File: src/rtl/mavg_filter.sv
// mavg_filter: moving-average FIR with a registered product stage and a fully pipelined adder tree
module mavg_filter #(
    parameter int COEFF_BITS  = 8,
    parameter int INPUT_BITS  = 16,
    parameter int OUTPUT_BITS = 32,
    parameter int TAPS        = 16
) (
    input  logic                          clk_i,
    input  logic                          rst_i,
    input  logic signed [INPUT_BITS-1:0]  original_data,
    output logic signed [OUTPUT_BITS-1:0] filtered_data
);
    localparam int COEFF = (1 << COEFF_BITS) / TAPS;
    localparam logic signed [OUTPUT_BITS-1:0] W_COEFF = OUTPUT_BITS'(COEFF);
    logic signed [INPUT_BITS-1:0]  r_tap  [TAPS];
    // Heap-ordered tree: leaves TAPS-1..2*TAPS-2 hold products, node 0 is the result
    logic signed [OUTPUT_BITS-1:0] r_node [2*TAPS-1];
    always_ff @(posedge clk_i or negedge rst_i) begin
        if (!rst_i) begin
            for (int k = 0; k < TAPS; k++) r_tap[k] <= '0;
            for (int i = 0; i < 2*TAPS-1; i++) r_node[i] <= '0;
        end else begin
            r_tap[0] <= original_data;
            for (int k = 1; k < TAPS; k++) r_tap[k] <= r_tap[k-1];
            for (int k = 0; k < TAPS; k++)
                r_node[TAPS-1+k] <= OUTPUT_BITS'(r_tap[k]) * W_COEFF;
            for (int i = 0; i < TAPS-1; i++) r_node[i] <= r_node[2*i+1] + r_node[2*i+2];
        end
    end
    assign filtered_data = r_node[0];
endmodule

File: config.mk
export PLATFORM = sky130hd
export DESIGN_NAME = mavg_filter
export DESIGN_NICKNAME = d
export VERILOG_FILES = /design/src/rtl/mavg_filter.sv
export SDC_FILE = /design/constraint.sdc
export NUM_CORES = 1
export LEC_CHECK = 0
export BUFFER_PORTS_ARGS = -buffer_cell sky130_fd_sc_hd__buf_2
export CAP_MARGIN = 25
export CORE_ASPECT_RATIO = 1.4
export CORE_MARGIN = 2
export CORE_UTILIZATION = 50
export DETAILED_ROUTE_END_ITERATION = 10
export PLACE_DENSITY_LB_ADDON = 0.25
export REMOVE_ABC_BUFFERS = 1
export SETUP_SLACK_MARGIN = 0.02
export SLEW_MARGIN = 20
export SYNTH_ARGS = -nofsm -noshare
export SYNTH_HDL_FRONTEND = slang
export SYNTH_SLANG_ARGS = --single-unit
File: constraint.sdc
create_clock -name clk_i -period 7.74 [get_ports clk_i]
set_input_delay 1.548 -clock clk_i [delete_from_list [all_inputs] [get_ports clk_i]]
set_output_delay 1.548 -clock clk_i [all_outputs]
set_load 0.005 [all_outputs]
Word level (Yosys, flattened, before mapping). Index checks and enable logic that the tools add are counted.

Add/subtract/negate cells: 15. Multipliers: 0. Divide/modulo/power cells: 0. $lt $le $gt $ge: 0. Equal/unequal tests: 0. Shift operators: 0. Muxes and demuxes: 0. Bitwise operators: 0. Reduce and logical (&&, ||, !) cells: 0.

Operators with widths (count): adder 20 x 20 -> 21 bit (8); adder 32 bit (3); adder 21 x 21 -> 22 bit (4).

Bits in registers: 904. Bits in latches: 0. Bits in writable memories: 0. ROM bits: 0. Bits of input ports: 18. Output and inout bits: 32. Word-level logic and storage cells: 62. Memories: 0.

Depth between registers and ports, before layout. Gate-level depths: netlist (run 1).

Depth in word-level cells: 1. Gate-level depth with buffers: 10. Mapped depth without buffers: 10.

Worst setup path after synthesis (run 1). Ideal clock, no wire load.

Path type: flip-flop to flip-flop. Start: reg r_node[836] in the netlist's numbering. End: reg r_node[948] in the netlist's numbering. Setup time: 0.133 ns. Arrival: 2.350 ns. Required time: 7.607 ns. Path slack: 5.257 ns. Stages on the path, launching flop included: 10. Path buffers: 0. Clock period less this slack: 2.483 ns. Path through: dfrtp_1 ha_1 fa_1 a21oi_2 o211ai_2 o41ai_4 o211ai_2 a221o_1 a21o_1 xor2_1.

Word-level cells in the longest chain between the ends: 1.

Ends and longest elaborated chain: start, declared (line 17) `logic signed [OUTPUT_BITS-1:0] r_node [2*TAPS-1];`; start signal, assigned by index (line 26) `r_node[TAPS-1+k] <= OUTPUT_BITS'(r_tap[k]) * W_COEFF;`; adder 32 bit (line 27) `for (int i = 0; i < TAPS-1; i++) r_node[i] <= r_node[2*i+1] + r_node[2*i+2];`.

No other way between the ends.

==> tab_implementation.tex, run 1 <==
\begin{tabular}{lr}
\hline
Metric & Value \\
\hline
\multicolumn{2}{l}{\textbf{Run status}} \\
Run status & completed \\
\multicolumn{2}{l}{\textbf{Final layout}} \\
Final core utilization & 0.5571 \\
Final antenna diode count & 0 \\
Number of nets in the layout & 2591 \\
Share of post-route cells with drive strength above 1 & 0.07265 \\
Synthesis-to-layout area growth & 10.27\% \\
Most common cell after layout, fill and taps aside & sky130\_fd\_sc\_hd\_\_dfrtp\_1 \\
Multi-input combinational cell area & 11580 µm² \\
Number of fill cells in the layout & 4266 \\
FF/Latch Area & 14110 µm² \\
Most frequent cells in the layout & 564 x sky130\_fd\_sc\_hd\_\_dfrtp\_1, 259 x sky130\_fd\_sc\_hd\_\_ha\_1, 160 x sky130\_fd\_sc\_hd\_\_a21oi\_1 \\
\multicolumn{2}{l}{\textbf{Worst setup path}} \\
Maximum fanout along the worst path & 3 \\
Sum of buffers and inverters on the critical path & 0 \\
Worst Setup Start Kind & register \\
Chain of cells forming the critical path & ha\_1 -> fa\_1 -> a21o\_1 -> a211oi\_2 -> o21ai\_1 -> a32oi\_1 -> a221oi\_1 -> a2111oi\_0 -> a21o\_1 \\
Category of the most critical setup path & reg2reg \\
Cell type group with the largest total delay on the critical path & compound AO/OA/AOI/OAI gates \\
Slowest cell delay on critical path & 0.45 ns \\
WP data arrival & 3.37 ns \\
Most numerous cell on the critical path & sky130\_fd\_sc\_hd\_\_a21o\_1 \\
Type of destination of the critical path & register \\
Cell at the slowest stage of the critical path & sky130\_fd\_sc\_hd\_\_a2111oi\_0 \\
Required @ worst endpoint & 8.27 ns \\
\multicolumn{2}{l}{\textbf{Timing}} \\
Shortest period the worst path allows & 2.837 ns \\
Final WS setup & 4.903 ns \\
Final hold violations & 0 \\
Relative max-transition margin & 0.3046 \\
Worst hold slack & 0.3483 ns \\
Final setup skew & 0.01760 ns \\
Final Setup Violations & 0 \\
Least-Margin Pin Slew & 1.043 ns \\
Final period utilization & 0.3665 \\
Number of max-slew violations in the final report & 0 \\
Highest achievable clock rate & 352.5 MHz \\
Sum of negative setup slack & 0 ns \\
RSZ-0062 raised after global routing & false \\
\multicolumn{2}{l}{\textbf{Global route}} \\
Leftover overflow at the end of global routing & 0 \\
Via count of the first global-routing pass & 18020 \\
Number of antenna violations at the first check in global routing & 1 \\
Pin count of the biggest net entering global routing & 167 \\
Wire length of the first global-routing pass & 87080 µm \\
Total GRT Usage & 0.2006 \\
\multicolumn{2}{l}{\textbf{Yosys}} \\
Instance count of the mapped netlist & 2245 \\
Dominant synthesized flop cell & sky130\_fd\_sc\_hd\_\_dfrtp\_1 \\
Flops \& latches, synth & 564 \\
Average footprint of a synthesized cell & 11.74 µm² \\
Distinct cells, synth & 87 \\
Warnings from Yosys & 0 \\
Area share of the largest cell type after synthesis & 0.5357 \\
Area contributors post-synth & sky130\_fd\_sc\_hd\_\_dfrtp\_1 54\%, sky130\_fd\_sc\_hd\_\_ha\_1 12\%, sky130\_fd\_sc\_hd\_\_xnor2\_1 4.7\%, sky130\_fd\_sc\_hd\_\_a21oi\_1 3.0\%, sky130\_fd\_sc\_hd\_\_a21o\_1 2.2\% \\
Count of flip-flops with a built-in enable after synthesis & 0 \\
Leading area contributor after synthesis & sky130\_fd\_sc\_hd\_\_dfrtp\_1 \\
Share of synthesized area occupied by flip-flops and latches & 0.5357 \\
Async set-reset flop share out of synthesis & 1.000 \\
Post-Synthesis Cell Area & 26350 µm² \\
\multicolumn{2}{l}{\textbf{Route}} \\
Vias post-DR & 16870 \\
DRT Pass-1 Iters & 5 \\
DRT Wirelength & 52620 µm \\
Routed vias/inst & 5.536 \\
Detailed-route wire length per cell & 17.27 µm \\
Remaining number of nets flagged by the antenna check after routing & 0 \\
Initial detailed-routing violation count & 796 \\
DRC viols & 0 \\
\multicolumn{2}{l}{\textbf{Clock tree}} \\
Master cell of the clock root buffer & sky130\_fd\_sc\_hd\_\_clkbuf\_16 \\
Cells resized by post-CTS repair & 0 \\
Clock tree from TritonCTS & done \\
\# hold bufs at CTS & 0 \\
Total CTS buffers & 56 \\
Number of levels the H-tree was split into & 2 \\
Max Root-Sink Buffers & 3 \\
CTS clk-pin slew, worst paths & 0.06 ns \\
Clk sinks & 564 \\
Post-CTS setup buffers & 0 \\
Clock latency at the later pin of the worst-skew pair & 0.60 ns \\
\multicolumn{2}{l}{\textbf{Floorplan}} \\
Core Rows & 99 \\
Overall die height & 275.6 µm \\
Die area & 54570 µm² \\
Initial Utilization & 0.5052 \\
Top-Level Pins & 50 \\
Horizontal die dimension & 198 µm \\
Core Area & 52150 µm² \\
\multicolumn{2}{l}{\textbf{Placement}} \\
Total of buffers placed on input and output ports & 45 \\
Worst slack at placement & 4.750 ns \\
Final weighted congestion in routability-driven placement & 0.9270 \\
Post-DP HPWL & 39310 µm \\
\multicolumn{2}{l}{\textbf{Hold path}} \\
Hold Crit Class & reg2reg \\
\multicolumn{2}{l}{\textbf{Pwr}} \\
Cell leakage power & 13.33 nW \\
Power density of the placed cells & 390.7 nW/µm² \\
Peak supply drop & 0.1811 mV \\
\multicolumn{2}{l}{\textbf{Job}} \\
Number of max-cap violations & 0 \\
\hline
\end{tabular}
==> per-layer routing <==
layer  global-route usage  share of wire  routed length [µm]
met2               0.3860           0.54               28530
met3              0.02627          0.028                1476
met1               0.2134           0.38               20000
met5                    0              0                   0
met4               0.1011          0.050                2615
==> final timing paths <==
check	start	cells after the start	slack, ns	to
min in group asynchronous	rst_i	1	0.94	r_node[4]$_DFF_PN0_
min reg2reg	r_tap[240]$_DFF_PN0_	0	0.35	r_tap[224]$_DFF_PN0_
max in group asynchronous	rst_i	2	5.38	r_tap[191]$_DFF_PN0_
max	r_tap[208]$_DFF_PN0_	9	4.90	r_node[756]$_DFF_PN0_
max reg2reg	r_tap[208]$_DFF_PN0_	9	4.90	r_node[756]$_DFF_PN0_
min	r_tap[240]$_DFF_PN0_	0	0.35	r_tap[224]$_DFF_PN0_
==> power breakdown <==
| group | total, mW | internal, mW | leakage (nW) | switching, mW |
|---|---|---|---|---|
| clock | 2.70 | 1.58 | 0.896 | 1.12 |
| combinational | 4.74 | 1.94 | 5.84 | 2.79 |
| sequential | 3.91 | 3.64 | 6.59 | 0.275 |
==> cell usage after synthesis, types with 24 or more instances <==
cell type                  count
sky130_fd_sc_hd__nand2_1     102
sky130_fd_sc_hd__and3_1       24
sky130_fd_sc_hd__inv_1        88
sky130_fd_sc_hd__a211oi_1     26
sky130_fd_sc_hd__nor2b_1      27
sky130_fd_sc_hd__xor2_1       52
sky130_fd_sc_hd__nand3_1      48
sky130_fd_sc_hd__buf_4        32
sky130_fd_sc_hd__xnor2_1     141
sky130_fd_sc_hd__nor3_1       53
sky130_fd_sc_hd__a21oi_1     160
sky130_fd_sc_hd__o21ai_0      88
sky130_fd_sc_hd__dfrtp_1     564
sky130_fd_sc_hd__a21o_1       76
sky130_fd_sc_hd__o21bai_1     34
sky130_fd_sc_hd__nor2_1      140
sky130_fd_sc_hd__ha_1        259
sky130_fd_sc_hd__o21a_1       25
==> worst reg2reg max path: stages (launching register included) <==
cell	delay, ns
sky130_fd_sc_hd__dfrtp_1	0.39
sky130_fd_sc_hd__ha_1	0.23
sky130_fd_sc_hd__fa_1	0.41
sky130_fd_sc_hd__a21o_1	0.23
sky130_fd_sc_hd__a211oi_2	0.28
sky130_fd_sc_hd__o21ai_1	0.18
sky130_fd_sc_hd__a32oi_1	0.32
sky130_fd_sc_hd__a221oi_1	0.17
sky130_fd_sc_hd__a2111oi_0	0.45
sky130_fd_sc_hd__a21o_1	0.13
==> metrics by stage <==
stage          area (µm²)  instances  power, mW
3_3_place_gp        27210       2948      8.572
3_5_place_dp        27210       2948      8.688
5_1_grt             29050       3047      12.14
4_1_cts             29050       3047      11.46
2_1_floorplan       26030       2193      7.335
6_report            29050       3047      11.35
==> sequential cells by signal (all words and copies together) (netlist names) <==
register       cells
filtered_data     28
r_node           296
r_tap            240
==> cell type report <==
cell class                      instances  share of cell area
Multi-Input combinational cell       1541              0.3987
Tap cell                              707             0.03045
Clock inverter                         18            0.007796
Sequential cell                       564              0.4858
Clock buffer                           81             0.05565
Inverter                               88             0.01137
Timing Repair Buffer                   48             0.01016
==> cell families after synthesis <==
kind of cell,synth area share
muxes,0.001520
DFF,0.5357
xor gates and xnor gates,0.06416
and+or+nand+nor,0.08724
buffers and inverters,0.02503
other,0.0001423
adders and majority gates,0.1344
AOI/OAI and AO/OA,0.1518
Note: power is estimated with default switching activity, not from simulation.
==> run 2, diff against run 1 <==
Settings changed: ABC_AREA from default to 1.
Clock period 7.74 ns to 2.8 ns, I/O delays scaled along.
==> run 2 against run 1 <==
Total power grew to 2.9 times the previous value; clock skew up 0.0074 ns; critical endpoint is now r_node[624]$_DFF_PN0_; final cell count rose by 36%; worst hold slack worse by 0.30 ns; first-iteration DRC count increased by 22%; flip-flop and latch count stayed put; sequential power increased to 2.8 times the previous value; wire length increased by 22%; via count rose by 26%.
==> tab_implementation.tex, run 2 <==
\begin{tabular}{lr}
\hline
Metric & Value \\
\hline
\multicolumn{2}{l}{\textbf{Floorplan}} \\
Overall die height & 288.1 µm (+4.5\%) \\
Top-Level Pins & 50 (unchanged) \\
Core Area & 57250 µm² (+9.8\%) \\
Core Rows & 104 (+5.1\%) \\
Initial Utilization & 0.5035 (-0.001654) \\
Die area & 59630 µm² (+9.3\%) \\
Horizontal die dimension & 206.9 µm (+4.5\%) \\
\multicolumn{2}{l}{\textbf{Yosys}} \\
Count of flip-flops with a built-in enable after synthesis & 0 (unchanged) \\
Async set-reset flop share out of synthesis & 1.000 (unchanged) \\
Dominant synthesized flop cell & sky130\_fd\_sc\_hd\_\_dfrtp\_1 \\
Top cell types by occurrence after synthesis & 967 x sky130\_fd\_sc\_hd\_\_nand2\_1, 564 x sky130\_fd\_sc\_hd\_\_dfrtp\_1, 349 x sky130\_fd\_sc\_hd\_\_inv\_1, 259 x sky130\_fd\_sc\_hd\_\_ha\_1, 239 x sky130\_fd\_sc\_hd\_\_nor2\_1 \\
Leading area contributor after synthesis & sky130\_fd\_sc\_hd\_\_dfrtp\_1 \\
Area share of the largest cell type after synthesis & 0.4895 (-0.04617) \\
Warnings from Yosys & 0 (unchanged) \\
Most instantiated library cell after synthesis & sky130\_fd\_sc\_hd\_\_nand2\_1 \\
Flops \& latches, synth & 564 (unchanged) \\
Distinct cells, synth & 38 (-56\%) \\
Average footprint of a synthesized cell & 8.852 µm² (-25\%) \\
Area contributors post-synth & sky130\_fd\_sc\_hd\_\_dfrtp\_1 49\%, sky130\_fd\_sc\_hd\_\_nand2\_1 13\%, sky130\_fd\_sc\_hd\_\_ha\_1 11\%, sky130\_fd\_sc\_hd\_\_inv\_1 4.5\%, sky130\_fd\_sc\_hd\_\_nand3\_1 4.0\% \\
Post-Synthesis Cell Area & 28830 µm² (+9.4\%) \\
Share of synthesized area occupied by flip-flops and latches & 0.4895 (-0.04617) \\
Instance count of the mapped netlist & 3257 (+45\%) \\
\multicolumn{2}{l}{\textbf{Final layout}} \\
Number of nets in the layout & 3648 (+41\%) \\
Non-filler instance count after layout & 4142 (+36\%) \\
Final antenna diode count & 0 (unchanged) \\
Area of all placed cells without fillers & 31950 µm² (+10\%) \\
Final core utilization & 0.5580 (+0.0009090) \\
Register ranked first by flip-flop count & r\_node \\
Synthesis-to-layout area growth & 10.81\% \\
Number of fill cells in the layout & 5171 (+21\%) \\
Most frequent cells in the layout & 967 x sky130\_fd\_sc\_hd\_\_nand2\_1, 564 x sky130\_fd\_sc\_hd\_\_dfrtp\_1, 349 x sky130\_fd\_sc\_hd\_\_inv\_1 \\
Share of post-route cells with drive strength above 1 & 0.06000 (-0.01265) \\
Flip-flop count of the largest register after layout & 296 (unchanged) \\
Most common cell after layout, fill and taps aside & sky130\_fd\_sc\_hd\_\_nand2\_1 \\
\multicolumn{2}{l}{\textbf{Placement}} \\
Worst slack at placement & 0.8410 ns (-3.909 ns) \\
Post-DP HPWL & 51260 µm (+30\%) \\
Final weighted congestion in routability-driven placement & 0.9710 (+4.7\%) \\
Total of buffers placed on input and output ports & 45 (unchanged) \\
Placed cells & 4042 (+37\%) \\
Area after DPL & 30060 µm² (+10\%) \\
\multicolumn{2}{l}{\textbf{Global route}} \\
Total GRT Usage & 0.2238 (+0.02315) \\
Leftover overflow at the end of global routing & 0 (unchanged) \\
Met1 routing resource usage after global routing & 0.2422 (+0.02874) \\
Wire length of the first global-routing pass & 106100 µm (+22\%) \\
Met3 global-route usage & 0.02468 (-0.001593) \\
Pin count of the biggest net entering global routing & 94 (-44\%) \\
Number of antenna violations at the first check in global routing & 0 (-1) \\
Via count of the first global-routing pass & 21770 (+21\%) \\
Layer with the highest usage & met2 \\
Met2 usage & 0.4306 (+0.04456) \\
\multicolumn{2}{l}{\textbf{Pwr}} \\
Power density of the placed cells & 1016 nW/µm² (+160\%) \\
Power after layout & 32.45 mW (+190\%) \\
Cell leakage power & 16.89 nW (+27\%) \\
Peak supply drop & 0.6194 mV (+240\%) \\
\multicolumn{2}{l}{\textbf{Worst setup path}} \\
Category of the most critical setup path & reg2reg \\
Cell at the slowest stage of the critical path & sky130\_fd\_sc\_hd\_\_fa\_1 \\
WP data arrival & 2.46 ns (-0.91 ns) \\
FF-to-FF path depth & 12 (+3) \\
Most numerous cell on the critical path & sky130\_fd\_sc\_hd\_\_nand2\_1 \\
Chain of cells forming the critical path & ha\_1 -> fa\_1 -> nand2\_1 -> nand2\_1 -> nand3b\_1 -> nand2\_1 -> nand2\_1 -> nand2\_1 -> nand2\_1 -> nand2\_1 -> nand2\_1 -> nand2\_1 \\
Cell type group with the largest total delay on the critical path & simple AND/OR/NAND/NOR gates \\
Required @ worst endpoint & 3.29 ns (-4.98 ns) \\
Worst Setup Start Kind & register \\
Maximum fanout along the worst path & 4 (+1) \\
Destination of the worst register-to-register timing path & r\_node[624]\$\_DFF\_PN0\_ \\
Type of destination of the critical path & register \\
Sum of buffers and inverters on the critical path & 0 (unchanged) \\
Worst R2R Setup Slack & 0.83 ns (-4.07 ns) \\
Reg-to-reg critical path startpoint & r\_tap[80]\$\_DFF\_PN0\_ \\
Slowest cell delay on critical path & 0.40 ns (-0.05 ns) \\
\multicolumn{2}{l}{\textbf{Hold path}} \\
Hold Crit Class & in2reg \\
Min-Delay Startpoint & original\_data[9] \\
Hold depth & 1 (+1) \\
End point of the most critical hold path & r\_tap[249]\$\_DFF\_PN0\_ \\
\multicolumn{2}{l}{\textbf{Timing}} \\
Final WS setup & 0.8321 ns (-4.071 ns) \\
Sum of negative setup slack & 0 ns (unchanged) \\
Final period utilization & 0.7028 (+0.3363) \\
RSZ-0062 raised after global routing & false \\
Final setup skew & 0.02504 ns (+0.007439 ns) \\
Relative max-transition margin & 0.6435 (+0.3389) \\
Worst hold slack & 0.05115 ns (-0.2972 ns) \\
Least-Margin Pin Slew & 0.5348 ns (-0.5084 ns) \\
Number of max-slew violations in the final report & 0 (unchanged) \\
Final hold violations & 0 (unchanged) \\
Shortest period the worst path allows & 1.968 ns (-0.8691 ns) \\
Highest achievable clock rate & 508.2 MHz (+44\%) \\
Final Setup Violations & 0 (unchanged) \\
\multicolumn{2}{l}{\textbf{Route}} \\
DRT Pass-1 Iters & 5 (unchanged) \\
Routed vias/inst & 5.136 (-7.2\%) \\
Detailed-route wire length per cell & 15.47 µm (-10\%) \\
Vias post-DR & 21270 (+26\%) \\
DRT Wirelength & 64080 µm (+22\%) \\
Initial detailed-routing violation count & 973 (+22\%) \\
DRC viols & 0 (unchanged) \\
Remaining number of nets flagged by the antenna check after routing & 0 (unchanged) \\
\multicolumn{2}{l}{\textbf{Run status}} \\
Run status & completed \\
\multicolumn{2}{l}{\textbf{Clock tree}} \\
Clock latency at the later pin of the worst-skew pair & 0.61 ns (about the same) \\
Post-CTS setup buffers & 0 (unchanged) \\
CTS clk-pin slew, worst paths & 0.06 ns (about the same) \\
Total CTS buffers & 53 (-5.4\%) \\
Master cell of the clock root buffer & sky130\_fd\_sc\_hd\_\_clkbuf\_16 \\
Clock tree from TritonCTS & done \\
Number of levels the H-tree was split into & 2 (unchanged) \\
Max Root-Sink Buffers & 3 (unchanged) \\
Clk sinks & 564 (unchanged) \\
\multicolumn{2}{l}{\textbf{Job}} \\
Number of max-cap violations & 0 (unchanged) \\
\hline
\end{tabular}
==> run 2: cell count changes after synthesis, moves of 57 or more <==
cell | before | now
sky130_fd_sc_hd__xnor2_1 | 141 | 25
sky130_fd_sc_hd__nand2_1 | 102 | 967
sky130_fd_sc_hd__nand3_1 | 48 | 233
sky130_fd_sc_hd__xor2_1 | 52 | 109
sky130_fd_sc_hd__inv_1 | 88 | 349
sky130_fd_sc_hd__nor2_1 | 140 | 239
==> run 2: how the worst max path moves through the flow <==
| stage | startpoint | end | slack [ns] | cells past startpoint |
|---|---|---|---|---|
| final | r_tap[80]$_DFF_PN0_ | r_node[624]$_DFF_PN0_ | 0.83 | 12 |
| after floorplan | r_tap[144]$_DFF_PN0_ | r_node[688]$_DFF_PN0_ | 1.05 | 12 |
| after global placement | r_node[580]$_DFF_PN0_ | r_node[812]$_DFF_PN0_ | 0.85 | 7 |
| after global routing | r_node[772]$_DFF_PN0_ | r_node[916]$_DFF_PN0_ | 0.66 | 12 |
| after CTS | r_tap[80]$_DFF_PN0_ | r_node[628]$_DFF_PN0_ | 0.80 | 12 |
| after detailed placement | r_tap[80]$_DFF_PN0_ | r_node[628]$_DFF_PN0_ | 0.84 | 12 |
==> run 2: area by class of cell <==
class                           instances  area [µm²]  area share
Multi-Input combinational cell       2314       13170      0.4123
Clock inverter                         28       365.4     0.01144
Timing Repair Buffer                   74       543.0     0.01700
Tap cell                              742       928.4     0.02906
Clock buffer                           71        1514     0.04739
Inverter                              349        1310     0.04101
Sequential cell                       564       14110      0.4418
==> run 2: cell families after synthesis <==
group           after synthesis  synth area share
simple gates               1571            0.2276
other cells                   1         0.0001301
buf+inv                     382           0.05394
fa+ha+maj                   274            0.1228
compound gates              331           0.06527
xor+xnor                    134           0.04071
flops                       564            0.4895
==> run 2: routing by layer <==
layer / vias up / share of wire
li1: 10720 / -
met1: 10040 / 0.38
met2: 364 / 0.54
met3: 157 / 0.026
met4: 0 / 0.047
met5: - / 0
==> run 2: timing repair <==
item,4_1_cts,5_1_grt
hold buffers,1,0
resized for setup,0,0
hold endpoints to repair,38,0
==> run 2: power by group <==
| part | switching, mW | total [mW] | internal [mW] |
|---|---|---|---|
| Sequential | 0.832 | 10.9 | 10.0 |
| Clock | 3.15 | 7.62 | 4.47 |
| Combinational | 9.04 | 14.0 | 4.94 |
==> run 3, diff against run 2 <==
Clock period 2.8 ns to 1.67 ns, I/O delays scaled along.
==> run 3 against run 2 <==
The flow now finishes with violations (setup timing); sequential power increased by 77%; utilization increased by 14 points; cell area grew 24%; first-iteration DRC count grew 14%; worst hold slack gained 0.17 ns; die area unchanged; setup slack worse by 1.0 ns; critical path depth unchanged; critical path type unchanged; largest cell class is now multi-input combinational cells.
==> tab_implementation.tex, run 3 (synthesized netlist as in run 2, its figures left out) <==
\begin{tabular}{lr}
\hline
Metric & Value \\
\hline
\multicolumn{2}{l}{\textbf{Route}} \\
DRT Pass-1 Iters & 7 (+2) \\
Vias post-DR & 23910 (+12\%) \\
DRC viols & 0 (unchanged) \\
Remaining number of nets flagged by the antenna check after routing & 0 (unchanged) \\
Detailed-route wire length per cell & 16.68 µm (+7.8\%) \\
Routed vias/inst & 5.220 (+1.6\%) \\
DRT Wirelength & 76380 µm (+19\%) \\
Initial detailed-routing violation count & 1112 (+14\%) \\
\multicolumn{2}{l}{\textbf{Run status}} \\
Violated checks & setup timing \\
Run status & complete, but fails checks \\
\multicolumn{2}{l}{\textbf{Final layout}} \\
Synthesis-to-layout area growth & 37.90\% \\
Number of nets in the layout & 4091 (+12\%) \\
Number of fill cells in the layout & 4079 (-21\%) \\
Register ranked first by flip-flop count & r\_node \\
Most frequent cells in the layout & 742 x sky130\_fd\_sc\_hd\_\_nand2\_1, 555 x sky130\_fd\_sc\_hd\_\_dfrtp\_1, 410 x sky130\_fd\_sc\_hd\_\_buf\_4 \\
Most common cell after layout, fill and taps aside & sky130\_fd\_sc\_hd\_\_nand2\_1 \\
Share of post-route cells with drive strength above 1 & 0.3426 (+0.2826) \\
Final antenna diode count & 0 (unchanged) \\
Flip-flop count of the largest register after layout & 296 (unchanged) \\
\multicolumn{2}{l}{\textbf{Pwr}} \\
Cell leakage power & 19.56 nW (+16\%) \\
Peak supply drop & 1.151 mV (+86\%) \\
Power density of the placed cells & 1771 nW/µm² (+74\%) \\
Power after layout & 70.41 mW (+120\%) \\
\multicolumn{2}{l}{\textbf{Placement}} \\
Final weighted congestion in routability-driven placement & 0.9597 (-1.2\%) \\
Worst slack at placement & -0.2664 ns (-1.107 ns) \\
Total of buffers placed on input and output ports & 45 (unchanged) \\
Post-DP HPWL & 54330 µm (+6.0\%) \\
\multicolumn{2}{l}{\textbf{Job}} \\
Number of max-cap violations & 0 (unchanged) \\
\multicolumn{2}{l}{\textbf{Timing}} \\
Final WS setup & -0.1785 ns (-1.011 ns) \\
Final Setup Violations & 57 (+57) \\
Worst hold slack & 0.2187 ns (+0.1675 ns) \\
Final setup skew & 0.03126 ns (+0.006226 ns) \\
Sum of negative setup slack & -3.911 ns (-3.911 ns) \\
Shortest period the worst path allows & 1.849 ns (-0.1194 ns) \\
Final hold violations & 0 (unchanged) \\
Number of max-slew violations in the final report & 0 (unchanged) \\
Least-Margin Pin Slew & 0.4912 ns (-0.04350 ns) \\
Final period utilization & 1.107 (+0.4041) \\
Relative max-transition margin & 0.6695 (+0.02598) \\
RSZ-0062 raised after global routing & true \\
Highest achievable clock rate & 541.0 MHz (+6.5\%) \\
\multicolumn{2}{l}{\textbf{Worst setup path}} \\
Maximum fanout along the worst path & 4 (unchanged) \\
FF-to-FF path depth & 12 (unchanged) \\
Cell at the slowest stage of the critical path & sky130\_fd\_sc\_hd\_\_dfrtp\_1 \\
Sum of buffers and inverters on the critical path & 0 (unchanged) \\
Worst Setup Start Kind & register \\
WP data arrival & 2.34 ns (-0.12 ns) \\
Slowest cell delay on critical path & 0.40 ns (about the same) \\
Type of destination of the critical path & register \\
Worst R2R Setup Slack & -0.18 ns (-1.01 ns) \\
Most numerous cell on the critical path & sky130\_fd\_sc\_hd\_\_nand2\_2 \\
Category of the most critical setup path & reg2reg \\
Cell type group with the largest total delay on the critical path & simple AND/OR/NAND/NOR gates \\
Reg-to-reg critical path startpoint & r\_tap[96]\$\_DFF\_PN0\_ \\
Required @ worst endpoint & 2.16 ns (-1.13 ns) \\
Chain of cells forming the critical path & ha\_2 -> fa\_2 -> nand2\_2 -> nand2\_2 -> nand3b\_1 -> nand2\_2 -> nand2\_2 -> nand2\_4 -> nand2\_2 -> nand2\_1 -> nand2\_1 -> nand2\_1 \\
Destination of the worst register-to-register timing path & r\_node[624]\$\_DFF\_PN0\_ \\
\multicolumn{2}{l}{\textbf{Floorplan}} \\
Core Rows & 104 (unchanged) \\
Core Area & 57250 µm² (unchanged) \\
Horizontal die dimension & 206.9 µm (unchanged) \\
Overall die height & 288.1 µm (unchanged) \\
Top-Level Pins & 50 (unchanged) \\
Die area & 59630 µm² (unchanged) \\
Initial Utilization & 0.5035 (unchanged) \\
\multicolumn{2}{l}{\textbf{Hold path}} \\
Hold Crit Class & in2async \\
\multicolumn{2}{l}{\textbf{Clock tree}} \\
CTS clk-pin slew, worst paths & 0.06 ns (about the same) \\
Total CTS buffers & 55 (+3.8\%) \\
Clock latency at the later pin of the worst-skew pair & 0.62 ns (about the same) \\
Master cell of the clock root buffer & sky130\_fd\_sc\_hd\_\_clkbuf\_16 \\
Number of levels the H-tree was split into & 2 (unchanged) \\
Clk sinks & 564 (unchanged) \\
Clock tree from TritonCTS & done \\
Max Root-Sink Buffers & 3 (unchanged) \\
\multicolumn{2}{l}{\textbf{Global route}} \\
Pin count of the biggest net entering global routing & 76 (-19\%) \\
Leftover overflow at the end of global routing & 0 (unchanged) \\
Wire length of the first global-routing pass & 113700 µm (+7.2\%) \\
Via count of the first global-routing pass & 23620 (+8.5\%) \\
Total GRT Usage & 0.2403 (+0.01649) \\
Number of antenna violations at the first check in global routing & 0 (unchanged) \\
\hline
\end{tabular}
## run 3: worst max path at each step
stage | startpoint | to | depth (start not counted)
2_1_floorplan | r_tap[144]$_DFF_PN0_ | r_node[688]$_DFF_PN0_ | 12
3_3_place_gp | r_tap[48]$_DFF_PN0_ | r_node[596]$_DFF_PN0_ | 12
5_1_grt | r_tap[96]$_DFF_PN0_ | r_node[624]$_DFF_PN0_ | 12
4_1_cts | r_tap[80]$_DFF_PN0_ | r_node[628]$_DFF_PN0_ | 12
3_5_place_dp | r_tap[48]$_DFF_PN0_ | r_node[592]$_DFF_PN0_ | 12
6_report | r_tap[96]$_DFF_PN0_ | r_node[624]$_DFF_PN0_ | 12
## run 3: metrics by stage
step | cells | instance area [µm²] | utilization
CTS | 4533 | 36270 | 0.6336
global route | 4580 | 39760 | 0.6944
global placement | 4397 | 32840 | 0.5735
floorplan | 3227 | 28600 | -
detailed placement | 4397 | 32840 | 0.5735
finish | 4580 | 39760 | 0.6944
## run 3: repair_timing
item	4_1_cts	5_1_grt
gates cloned	0	0
pin swaps	60	219
setup buffers	23	54
hold endpoints to repair	135	0
setup endpoints to repair	155	188
hold buffers	17	0
gates resized for setup	253	632
## run 3: layer usage
metal / vias to the layer above / global-route usage / wire [µm]
li1: 11590 / - / -
met4: 0 / 0.1145 / 4391
met1: 11500 / 0.2538 / 27810
met3: 253 / 0.02626 / 2310
met2: 562 / 0.4666 / 41870
met5: - / 0 / 0
## run 3: final cells by class
class	count	area [µm²]	area share
multi-input combinational	2314	17430	0.4385
sequential	564	14120	0.3553
timing repair buffer	515	4108	0.1033
clock buffer	70	1525	0.03836
inverter	349	1313	0.03301
tap	742	928.4	0.02335
clock inverter	26	325.3	0.008183
## run 3: where the power goes
group	total [mW]	switching, mW	internal, mW	leakage, nW
combinational	38.4	20.7	17.7	12.0
clock	12.7	5.24	7.51	0.903
sequential	19.3	2.43	16.8	6.61
